## src/rtl/serial_pkg.sv

```systemverilog
// Shared constants and state type for the 32-bit serial link (tx and rx sides).
package serial_pkg;

   localparam int DATA_W     = 32;
   localparam int LEAD_BITS  = 1;
   localparam int TRAIL_BITS = 1;
   localparam int FRAME_LEN  = LEAD_BITS + DATA_W + TRAIL_BITS;
   localparam int CNT_W      = 6;

   typedef enum logic {
      RX_IDLE,
      RX_RECV
   } rx_state_t;

endpackage

```

## src/rtl/serial_sipo.sv

```systemverilog
// Serial-in / parallel-out shift register, MSB arrives first.
module serial_sipo #(
   parameter int DATA_W = 32
) (
   input  logic              sclk,
   input  logic              rst_n,
   input  logic              shift_en,
   input  logic              sdi,
   output logic [DATA_W-1:0] q
);

   // Shift one bit in at the LSB end when enabled.
   always_ff @(posedge sclk or negedge rst_n) begin
      if (!rst_n) begin
         q <= '0;
      end else if (shift_en) begin
         q <= {q[DATA_W-2:0], sdi};
      end
   end

endmodule

```

## src/rtl/serial_rx.sv

```systemverilog
// Receive side of the serial link: frame counting, word reassembly,
// holding register with valid/ack handshake, length error and overrun flags.
module serial_rx #(
   parameter int DATA_W     = serial_pkg::DATA_W,
   parameter int LEAD_BITS  = serial_pkg::LEAD_BITS,
   parameter int TRAIL_BITS = serial_pkg::TRAIL_BITS
) (
   input  logic              sclk,
   input  logic              rst_n,
   input  logic              data_enable,
   input  logic              sdi,
   input  logic              rd_ack,
   output logic [DATA_W-1:0] data_out,
   output logic              data_valid,
   output logic              busy,
   output logic              frame_err,
   output logic              overrun
);

   import serial_pkg::*;

   localparam int FRAME_LEN = LEAD_BITS + DATA_W + TRAIL_BITS;

   // Sample indices that carry payload: [SHIFT_LO, SHIFT_HI)
   localparam logic [CNT_W-1:0] SHIFT_LO  = CNT_W'(LEAD_BITS);
   localparam logic [CNT_W-1:0] SHIFT_HI  = CNT_W'(LEAD_BITS + DATA_W);
   localparam logic [CNT_W-1:0] FRAME_CNT = CNT_W'(FRAME_LEN);
   localparam logic [CNT_W-1:0] CNT_MAX   = '1;

   rx_state_t          state, state_nx;
   logic [CNT_W-1:0]   cnt, cnt_nx;
   logic               shift_en;
   logic               eval;
   logic               ack_eff;
   logic [DATA_W-1:0]  shreg;

   serial_sipo #(
      .DATA_W (DATA_W)
   ) u_sipo (
      .sclk     (sclk),
      .rst_n    (rst_n),
      .shift_en (shift_en),
      .sdi      (sdi),
      .q        (shreg)
   );

   // State and sample counter registers.
   always_ff @(posedge sclk or negedge rst_n) begin
      if (!rst_n) begin
         state <= RX_IDLE;
         cnt   <= '0;
      end else begin
         state <= state_nx;
         cnt   <= cnt_nx;
      end
   end

   // Next state, counter update, shift enable and frame-end detection.
   // cnt holds the number of samples seen so far, which is also the index
   // of the sample being taken on the current edge while in RX_RECV.
   always_comb begin
      state_nx = state;
      cnt_nx   = cnt;
      shift_en = 1'b0;
      eval     = 1'b0;
      case (state)
         RX_IDLE: begin
            if (data_enable) begin
               state_nx = RX_RECV;
               cnt_nx   = CNT_W'(1);
               shift_en = (LEAD_BITS == 0);
            end
         end
         RX_RECV: begin
            if (data_enable) begin
               cnt_nx   = (cnt == CNT_MAX) ? cnt : cnt + CNT_W'(1);
               shift_en = (cnt >= SHIFT_LO) && (cnt < SHIFT_HI);
            end else begin
               state_nx = RX_IDLE;
               cnt_nx   = '0;
               eval     = 1'b1;
            end
         end
         default: begin
            state_nx = RX_IDLE;
            cnt_nx   = '0;
         end
      endcase
   end

   // An ack only counts while a word is actually held.
   assign ack_eff = rd_ack && data_valid;

   // Holding register and flags; an ack on the evaluation edge is applied
   // first, so a good frame then loads instead of flagging overrun.
   always_ff @(posedge sclk or negedge rst_n) begin
      if (!rst_n) begin
         data_out   <= '0;
         data_valid <= 1'b0;
         overrun    <= 1'b0;
         frame_err  <= 1'b0;
      end else begin
         frame_err <= 1'b0;
         if (ack_eff) begin
            data_valid <= 1'b0;
            overrun    <= 1'b0;
         end
         if (eval) begin
            if (cnt == FRAME_CNT) begin
               if (!data_valid || ack_eff) begin
                  data_out   <= shreg;
                  data_valid <= 1'b1;
               end else begin
                  overrun <= 1'b1;
               end
            end else begin
               frame_err <= 1'b1;
            end
         end
      end
   end

   // The state register itself is the registered busy flag.
   assign busy = (state == RX_RECV);

endmodule

```

## config.mk

```make
export PLATFORM = sky130hd
export DESIGN_NAME = serial_rx
export DESIGN_NICKNAME = d
export VERILOG_FILES = /design/src/rtl/serial_pkg.sv /design/src/rtl/serial_sipo.sv /design/src/rtl/serial_rx.sv
export SDC_FILE = /design/constraint.sdc
export NUM_CORES = 1
export LEC_CHECK = 0
export ABC_AREA = 1
export CORE_MARGIN = 1
export CORE_UTILIZATION = 59
export DETAILED_ROUTE_END_ITERATION = 16
export GPL_TIMING_DRIVEN = 0
export PLACE_DENSITY = 0.84
export SYNTH_ARGS = -nofsm -noshare
export SYNTH_HDL_FRONTEND = slang
export SYNTH_SLANG_ARGS = --single-unit
```

## constraint.sdc

```tcl
create_clock -name sclk -period 2.3 [get_ports sclk]
set_input_delay 0.46 -clock sclk [delete_from_list [all_inputs] [get_ports sclk]]
set_output_delay 0.46 -clock sclk [all_outputs]
set_load 0.02 [all_outputs]
```

# After elaboration in Yosys (flattened, before gate mapping)
# Cells that the tools add are included.
# classes
n_addsub,1
multipliers,0
n_div,0
magnitude_cmp,2
eq_ne,4
shifts,0
muxes,19
bitwise_logic,1
reduce_logical,6
# ops
cell,count
6-bit two-way mux,3
1-bit two-way mux,14
"6-bit == test, second input constant",2
6-bit case mux with 2 select lines,1
"6-bit by 1-bit adder with 6-bit output, second input constant",1
"6-bit by 1-bit greater-or-equal comparator with 1-bit output, second input constant",1
"6-bit less-than comparator, second input constant",1
"3-bit inequality test, second input constant",1
3-bit AND reduction,1
1-bit logical AND,2
"2-bit inequality test, second input constant",1
1-bit case mux with 2 select lines,1
2-bit AND reduction,1
1-bit zero test,1
1-bit logical OR,1
1-bit inverter,1
# word_totals
reg_bits,74
latchBits,0
ram_bits,0
rom_bits,0
out_inout_bits,36
wordCells,40
mem_count,0

# Longest topological paths before layout
# logic_depth
depth_word,5
depth_mapped,8

# Modules after synthesis
# Synthesis repeated with hierarchy kept, for this count alone.
# hier_totals
cells_unflattened,351
area_unflattened_um2,3335.7
# by_module_without_submodules
module,n_inst,cells_each,area_per_inst_um2,seq_area_each_um2
serial_rx,1,215,2040.7,1051.0
serial_sipo,1,136,1295.0,800.8

# Worst setup path after synthesis
# Ideal clock, no wire load.
# synth_path
path_type,register to register
startpoint,reg cnt[0]
endpoint,reg data_out[16]
setup_ns,0.118
arrival_time_ns,1.284
required_time_ns,2.182
path_slack_ns,0.898
stages_incl_launch_ff,9
path_buffers,1
period_less_slack_ns,1.402
path_cell_list,dfrtp_1 -> inv_1 -> ha_1 -> nand4_2 -> inv_2 -> nand3_4 -> buf_6 -> nand2_2 -> o21ai_2
# synth_via
elab_chain_cells,2
# synth_rtl
element,line_no,rtl
from (decl),serial_rx.sv:31,"logic [CNT_W-1:0] cnt, cnt_nx;"
from (signal assigned),serial_rx.sv:54,cnt <= cnt_nx;
6-bit == test,serial_rx.sv:109,if (cnt == FRAME_CNT) begin
3-bit AND reduction (no source line),-,
to (signal assigned),serial_rx.sv:111,data_out <= shreg;
to (decl),serial_rx.sv:13,"output logic [DATA_W-1:0] data_out,"
# No other way between the ends.
# A chain may end at the register's enable or synchronous reset.

# Worst setup path after layout
# layout_path
startpoint,reg state (netlist: busy)
endpoint,out busy
# layout_rtl
element,line_no,rtl
from (decl),serial_rx.sv:30,"rx_state_t state, state_nx;"
from (signal assigned),serial_rx.sv:53,state <= state_nx;
to (decl),serial_rx.sv:15,"output logic busy,"
# No word-level cell between the ends.

==> results.md <==
- Run status: finished, final reports clean
- DRC Markers: 0
- WHS: 0.242 ns
- H-tree depth: 3
- Initial Util: 0.611
- Post-Synth Simple-Gate Area: 0.170
- Global placement routability congestion: 0.813
- Number of buffers added on ports: 40
- Die width: slightly below 80 um
- Largest net degree at the start of global routing: 75
- Slew headroom: 0.400
- Yosys warnings: 0
- Die Y: 77.3 um
- Complex-gate fraction of the synthesized area: 0.168
- Area Growth Syn to Fin: 21.1%
- Syn Inst Count: 317
- DIE AREA: 0.00597 mm^2
- CP Depth: 1
- Minimum clock period: roughly 1.9 ns
- Synth Area in XOR/XNOR: 0
- Clock tree from TritonCTS: done
- Sequential fraction of the synthesis area: 0.554
- First-pass GRT wire length: just over 10 mm
- Clock tree root buffer cell: clkbuf_8
- Longest Clk Path Bufs: 2
- Tot GR Track Use: 0.223
- Post-synthesis mux area share: 0
- Hold WC Path Type: in2async
- Mapped Nets: 326
- Dpl cells: 429
- Number of antenna cells inserted: 0
- CTS buffer count: 9
- Fin. max-slew vios: 0
- Ports: 41
- Commonest non-fill, non-tap cell in the layout: dfrtp_1
- First-pass DRT Iterations: 4
- Commonest cells after routing, fill and taps aside: 74 x dfrtp_1, 58 x nand2_1, 57 x o21ai_2
- Worst Tran Pin Value: ~0.90 ns
- Worst setup SP type: flop
- Wirelength per Cell: 12.8 um
- Synth Area per Inst: 10.5 um^2
- Maxcap violations: 0
- Finished Cell Area: a little over 0.004 mm^2
- Tcrit/Tclk final: 0.820
- Maximum vdd drop: between 0.4 and 0.5 mV
- Placement Cell Area: approximately 0.0038 mm^2
- Kind of critical path: reg2out
- Core footprint: 0.00547 mm^2
- Hpwl dp: 3.77 mm
- Initial antenna violation count: 0
- Setup tns final: 0 ns
- Synth unique cells: 21
- # hold bufs at CTS: 0
- Synth Area in Adders: 0.0150
- Worst-Skew Late Latency: roughly 0.34 ns
- Fill cells: 396
- Share of layout cells above drive strength 1: 0.335
- Remaining global-route overflow: 0
- Fmax: 530 MHz
- Final Non-Filler Cells: 445
- Vias in the first global route: 2,319
- CP bufs+invs: 1
- CTS Sinks: 74
- Hold Fails Final Rpt: 0
- Cell Area, Synth: 0.00334 mm^2
- Slowest Stage Delay on Critical Path: 0.64 ns
- Num rows: 27
- CP max stage cell: clkdlybuf4s50_1
- Clock Skew: around 0.011 ns
- Crit-path max FO: 7
- PostCTS Resize Cnt: 0
- RSZ-0062 raised after global routing: no
- DR iter-0 viols: 133
- Pleak: 1.82 nW
- Cell-by-cell listing of the critical path: clkdlybuf4s50_1
- Combinational family with the most area after synthesis: simple AND/OR/NAND/NOR gates
- WP data required: 1.84 ns
- Vias per std cell: 5.10
- Finish-stage setup viols: 0
- ANT nets after route: 0
- Crit-path leading delay family: buffers and inverters
- Pwr Total: 2.81 mW
- R2R cell count: 8
- Final nets: ~380
- CP Capture Type: output pin
- Reg clk slew, reported paths: 0.08 ns
- Pwr dens: 694 mW/mm^2
- Setup bufs post-CTS: 0
- Yosys reg bits: 74
- Worst EP arrival: 1.43 ns
- DR vias: 2,268
- Post-Route WL: 5.68 mm
## sequential cells by signal, summed over array words and instances, names as in the netlist
register    flops
data_valid      1
frame_err       1
u_sipo.q       32
overrun         1
data_out       32
busy            1
cnt             6
## Yosys cell counts, drive strengths merged
cell | number | area share
nor2 | 7 | 0.011
nand2 | 87 | 0.12
o21ai | 66 | 0.16
ha | 4 | 0.015
dfrtp | 74 | 0.55
o31ai | 1 | 0.0022
nand3 | 9 | 0.022
a21oi | 2 | 0.0030
nand4 | 6 | 0.013
inv | 47 | 0.053
buf | 12 | 0.040
or2 | 2 | 0.0037
## cell families after synthesis
family / count (synthesis)
AOI/OAI and AO/OA: 69
adders and majority gates: 4
buffers and inverters: 59
DFF: 74
and+or+nand+nor: 111
## where the power goes
part | leakage (nW) | internal [mW] | switching [mW] | total, mW
Clock | 0.105 | 0.608 | 0.486 | 1.09
Combinational | 0.694 | 0.0962 | 0.192 | 0.288
Sequential | 1.02 | 1.38 | 0.0500 | 1.43
## routing by layer
| metal | vias up | global-route usage | share of wire |
|---|---|---|---|
| li1 | 1105 | - | - |
| met1 | 1117 | 0.290 | 0.46 |
| met2 | 37 | 0.373 | 0.50 |
| met3 | 9 | 0.0321 | 0.026 |
| met4 | 0 | 0.0962 | 0.017 |
| met5 | - | 0 | 0 |
## area by class of cell
class	count	area, um^2	share of cell area
Timing Repair Buffer	40	398	0.0983
Multi-Input combinational cell	184	1180	0.291
Clock inverter	7	93.8	0.0232
Buffer	12	135	0.0334
Clock buffer	9	124	0.0306
Tap cell	72	90.1	0.0223
Sequential cell	74	1850	0.457
Inverter	47	176	0.0436
## per-stage QoR
stage          setup WS (ns)  utilization
2_1_floorplan          0.898            -
3_3_place_gp           -1.69        0.700
3_5_place_dp           0.333        0.700
4_1_cts                0.399        0.740
5_1_grt                0.354        0.740
6_report               0.414        0.740
## path summary, 6_finish.rpt
path	from	end	slack, ns
setup / recovery	busy	busy	0.41
setup reg to reg	cnt[0]	u_sipo.q[21]	0.70
max in group asynchronous	rst_n	cnt[4]	1.46
min in group sclk	u_sipo.q[30]	u_sipo.q[30]	0.49
hold reg to reg	u_sipo.q[30]	u_sipo.q[30]	0.49
hold / removal	rst_n	data_out[17]	0.24
Note: power is estimated with default switching activity, not from simulation.
==> edit 1: new RTL, config.mk and constraints unchanged <==
`DATA_W` is set to 32 in 2 places; all go to 16.
--- a/src/rtl/serial_pkg.sv
+++ b/src/rtl/serial_pkg.sv
@@ -1,7 +1,7 @@
 // Shared constants and state type for the 32-bit serial link (tx and rx sides).
 package serial_pkg;
 
-   localparam int DATA_W     = 32;
+   localparam int DATA_W     = 16;
    localparam int LEAD_BITS  = 1;
    localparam int TRAIL_BITS = 1;
    localparam int FRAME_LEN  = LEAD_BITS + DATA_W + TRAIL_BITS;
--- a/src/rtl/serial_sipo.sv
+++ b/src/rtl/serial_sipo.sv
@@ -1,6 +1,6 @@
 // Serial-in / parallel-out shift register, MSB arrives first.
 module serial_sipo #(
-   parameter int DATA_W = 32
+   parameter int DATA_W = 16
 ) (
    input  logic              sclk,
    input  logic              rst_n,
Ports: changed (resized data_out); port bits go from 41 to 25. No check against the original RTL was run, so the function may have changed too.
==> edit 1 against the original RTL <==
Sequential share of layout area down 0.83 points; clock power fell by 60%; total power is 45% lower; largest power group unchanged; area after synthesis is 41% lower; hold slack lost 0.019 ns; design area decreased by 42%; wire length decreased by 38%; setup slack got worse by 0.097 ns; largest cell class unchanged; global-route usage grew 1.0 points; sequential cell count shrank 32.
==> edit 1: results (changes against the original RTL) <==
CTS
  • CTS clk-pin slew, worst paths: 0.11 ns (+0.03 ns)
  • Clk_lat worst skew: approximately 0.35 ns
  • Post-CTS setup buffer count: 0 (unchanged)
  • H-tree depth: 2 (-1)
  • Clock buffers created by TritonCTS: 5 (-4)
  • Root buffer cell: clkbuf_4

Synth
  • Net count of the mapped netlist: 211 (-35%)
  • Mean Syn Cell Area: 9.76 um2 (-7.5%)
  • Top FF cell, synth: dfrtp_1
  • Sequential area share after synthesis: 53.3% (-2.1 points)
  • Top post-synthesis cells by count: 42 x dfrtp_1, 37 x nand2_1, 28 x inv_1
  • Area contributors post-synth: dfrtp_1 53%, o21ai_2 9.8%, nand2_1 7.0%
  • Post-synth cell types: 23 (+9.5%)

GRT
  • Met1 Use GR: 31.5% (+2.5 points)
  • GR Util met2: 35.6% (-1.8 points)
  • Global-route wire length before repair: 6.05 mm (-42%)
  • All-layer global routing usage: 23.4% (+1.0 points)
  • Pin count of the biggest net entering global routing: 43 (-43%)
  • GR Util met3: 4.76% (+1.5 points)
  • Vias in the first global route: 1,394 (-40%)

Placed design
  • Port buffer count: 24 (-40%)
  • Area after DPL: 2260 um2 (-41%)
  • Post-detail-place hpwl: 2.48 mm (-34%)
  • Routability Congestion: 0.823 (+1.2%)
  • Pre-CTS setup slack: 0.339 ns (+0.00600 ns)
  • Placed insts: 270 (-37%)

Layout
  • Net count, final: 242 (-36%)
  • Post-Layout Cell Count: 278 (-38%)
  • Layout cell share with drive strength beyond 1: 28.2% (-5.3 points)
  • Fill count: 239 (-40%)

Power and ir drop
  • Leak: 1.05 nW (-42%)
  • Worst VDD drop: 0.433 mV (-1.6%)

Timing
  • Layout Skew: 0.00937 ns (-0.00123 ns)
  • Worst slew pin tran: 0.881 ns (-0.0190 ns)

Drt
  • DRT iter0 DRCs: 53 (-60%)
  • Drt wl/cell: 12.6 um (-1.1%)
  • DR vias/cell: 5.16 (+1.2%)

Status
  • Status: completed

Setup path
  • CP peak stage delay: 0.66 ns (+0.02 ns)
  • CP Max Fanout: 8 (+1)
  • Crit path DAT: 1.52 ns (+0.09 ns)
edit 1: cell type report:
class	instances	share of cell area, %
Sequential cell	42	44.9
Multi-Input combinational cell	123	32.0
Clock buffer	8	3.37
Timing Repair Buffer	24	10.1
Buffer	7	2.51
Tap cell	44	2.35
Inverter	30	4.81
edit 1: worst paths after layout:
path	startpoint	end	slack, ns
max in group asynchronous	rst_n	u_sipo.q[14]$_DFFE_PN0P_	1.53
min in group sclk	u_sipo.q[11]$_DFFE_PN0P_	u_sipo.q[11]$_DFFE_PN0P_	0.50
setup reg to reg	cnt[0]$_DFFE_PN0P_	u_sipo.q[13]$_DFFE_PN0P_	0.79
setup / recovery	busy$_DFF_PN0_	busy	0.32
hold reg to reg	u_sipo.q[11]$_DFFE_PN0P_	u_sipo.q[11]$_DFFE_PN0P_	0.50
hold / removal	rst_n	cnt[3]$_DFFE_PN0P_	0.22
edit 1: cell families (layout without fill, tap and decap cells):
kind of cell | count (synthesis) | after routing | share of synthesized area (%)
adder cells (fa/ha/maj) | 4 | 4 | 2.54
buffers and inverters | 37 | 69 | 8.70
AO/OA/AOI/OAI | 39 | 39 | 14.2
flip-flops | 42 | 42 | 53.3
AND/OR/NAND/NOR | 80 | 80 | 21.2
edit 1: routing by layer:
layer | part of all wire (%) | wire length (um) | up-vias
li1 | - | - | 699
met1 | 47 | 1640 | 672
met2 | 46 | 1620 | 55
met3 | 5.4 | 190 | 8
met4 | 1.8 | 63 | 0
met5 | 0 | 0 | -
edit 1: report_power, final:
| group | leakage [nW] | internal [mW] | switching (mW) |
|---|---|---|---|
| combinational | 0.443 | 0.0790 | 0.156 |
| clock | 0.0446 | 0.209 | 0.225 |
| sequential | 0.567 | 0.819 | 0.0536 |
| total | 1.05 | 1.11 | 0.434 |
==> edit 2: new RTL, same settings <==
Without the edit above. Make the reset (`rst_n`) synchronous in 3 clocked blocks.
--- a/src/rtl/serial_sipo.sv
+++ b/src/rtl/serial_sipo.sv
@@ -10,7 +10,7 @@
 );
 
    // Shift one bit in at the LSB end when enabled.
-   always_ff @(posedge sclk or negedge rst_n) begin
+   always_ff @(posedge sclk) begin
       if (!rst_n) begin
          q <= '0;
       end else if (shift_en) begin
--- a/src/rtl/serial_rx.sv
+++ b/src/rtl/serial_rx.sv
@@ -45,7 +45,7 @@
    );
 
    // State and sample counter registers.
-   always_ff @(posedge sclk or negedge rst_n) begin
+   always_ff @(posedge sclk) begin
       if (!rst_n) begin
          state <= RX_IDLE;
          cnt   <= '0;
@@ -93,7 +93,7 @@
 
    // Holding register and flags; an ack on the evaluation edge is applied
    // first, so a good frame then loads instead of flagging overrun.
-   always_ff @(posedge sclk or negedge rst_n) begin
+   always_ff @(posedge sclk) begin
       if (!rst_n) begin
          data_out   <= '0;
          data_valid <= 1'b0;
Behaviour: differs if rst_n is asserted again (counterexample within 4 cycles, from zero or initial values and one cycle with rst_n low); with rst_n held inactive, the same outputs for 10 cycles.
==> edit 2 against the original RTL <==
Sequential cell count stayed put; global-route usage increased by 3.9 points; area after synthesis fell by 6.4%; wire length is 15% higher; critical path depth is the same; design area shrank 6.4%; hold slack better by 0.20 ns; first-iteration DRC count up 43%; setup slack improved by 0.11 ns.
Power is not compared: it rests on default switching activity, and its combinational part moved more than twofold at a synthesized area within 25%.
==> edit 2: results (changes against the original RTL) <==
Status
  • Status: completed

Layout
  • Layout cell share with drive strength beyond 1: 7.92% (-26 points)
  • Seq area share: 39.1% (-6.6 points)
  • Multi-input logic area: 1290 um2 (+9.4%)
  • Fill count: 430 (+8.6%)
  • Buffer share of cell area: 15.1% (+1.9 points)
  • Largest regs: data_out: 32 flops, u_sipo.q: 32 flops, cnt: 6 flops
  • Clk_buf instances: 14 (+5)
  • Inverters: 47 (unchanged)
  • Post-Layout Cell Count: 550 (+24%)
  • Seq Cell Count: 74 (unchanged)
  • # diodes: 0 (unchanged)
  • Final instance area: 3790 um2 (-6.4%)
  • Multi-input gates: 278 (+51%)
  • ClkCell Share: 4.82% (-0.56 points)
  • Buffers outside the clock class: 65 (+25%)
  • Net count, final: 484 (+28%)

Power and ir drop
  • Switching Fraction: about 23%
  • Sequential share of power: 55.7%
  • Power Dens Cells: 629 nW/um2

Synth
  • Area contributors post-synth: dfxtp_1 47%, nand2_1 13%, nor2_1 8.6%
  • Adder-cell share of the synthesized area: 1.60% (+0.10 points)
  • Async set or reset register ratio after synthesis: 0% (-100 points)
  • Top post-synthesis cells by count: 112 x nand2_1, 74 x dfxtp_1, 72 x nor2_1
  • Post-synth cell types: 26 (+24%)
  • Xor-xnor portion of the synthesized cell area: 0.280% (+0.28 points)
  • Sequential area share after synthesis: 47.4% (-8.0 points)
  • Post-Synthesis Cells: 425 (+34%)
  • YS warnings: 0 (unchanged)
  • Synth Area in Compound Gates: 7.52% (-9.3 points)

Timing
  • Layout Skew: 0.00805 ns (-0.00256 ns)
  • Fin crit share: 77.0% (-5.0 points)
  • Slew headroom: 68.3% (+28 points)
  • Hold slack: 0.446 ns (+0.204 ns)

Drt
  • WL met1: 2.99 mm (+14%)
  • DR vias: 2,772 (+22%)
  • DRT iter0 DRCs: 190 (+43%)
  • Drt wl/cell: 11.9 um (-6.6%)
  • Metal2 WL: 3.16 mm (+12%)
  • Top layer used by detailed routing: met4
  • WL met3: 313 um (+110%)

GRT
  • Initial antenna violation count: 0 (unchanged)
  • Pin count of the biggest net entering global routing: 12 (-84%)
  • All-layer global routing usage: 26.2% (+3.9 points)
  • Vias in the first global route: 2,606 (+12%)
  • Global-route wire length before repair: 11.2 mm (+7.7%)

Placed design
  • Pre-CTS setup slack: 0.305 ns (-0.0279 ns)
  • Area after DPL: 3610 um2 (-5.8%)
  • Port buffer count: 39 (-2.5%)
  • Routability Congestion: 0.854 (+5.0%)
  • Post-detail-place hpwl: 4.38 mm (+16%)
  • Placed insts: 534 (+24%)

Min path
  • Worst hold path class: input pin to flop

Setup path
  • CP peak stage delay: 0.62 ns (-0.02 ns)
  • Crit path DAT: 1.31 ns (-0.12 ns)
  • CP Max Fanout: 2 (-5)

CTS
  • Clock Path Buffers: 2 (unchanged)
  • Post-CTS setup buffer count: 0 (unchanged)

Floorplan
  • Full die area: 5600 um2 (-6.2%)
[edit 2: cell count changes after synthesis, sizes merged, moves of 3 or more]
cell / change
nand3: -4
nor2: +68
clkbuf: +7
nand2: +26
dfrtp: -74
o21ai: -65
o211ai: +3
nand4: +28
a21oi: +35
dfxtp: +74
buf: +7
[edit 2: final timing paths]
check / end / startpoint
setup reg to reg: data_out[22]$_SDFFE_PN0P_ / cnt[0]$_SDFFE_PN0P_
hold / removal: u_sipo.q[11]$_SDFFE_PN0P_ / rst_n
hold reg to reg: data_out[27]$_SDFFE_PN0P_ / data_out[27]$_SDFFE_PN0P_
setup / recovery: data_out[22] / data_out[22]$_SDFFE_PN0P_
[edit 2: routing by layer]
| layer | up-vias | GRT usage (%) |
|---|---|---|
| met3 | 10 | 5.22 |
| met2 | 75 | 45.1 |
| met1 | 1245 | 31.7 |
| met4 | 0 | 11.7 |
| li1 | 1442 | - |
| met5 | - | 0 |
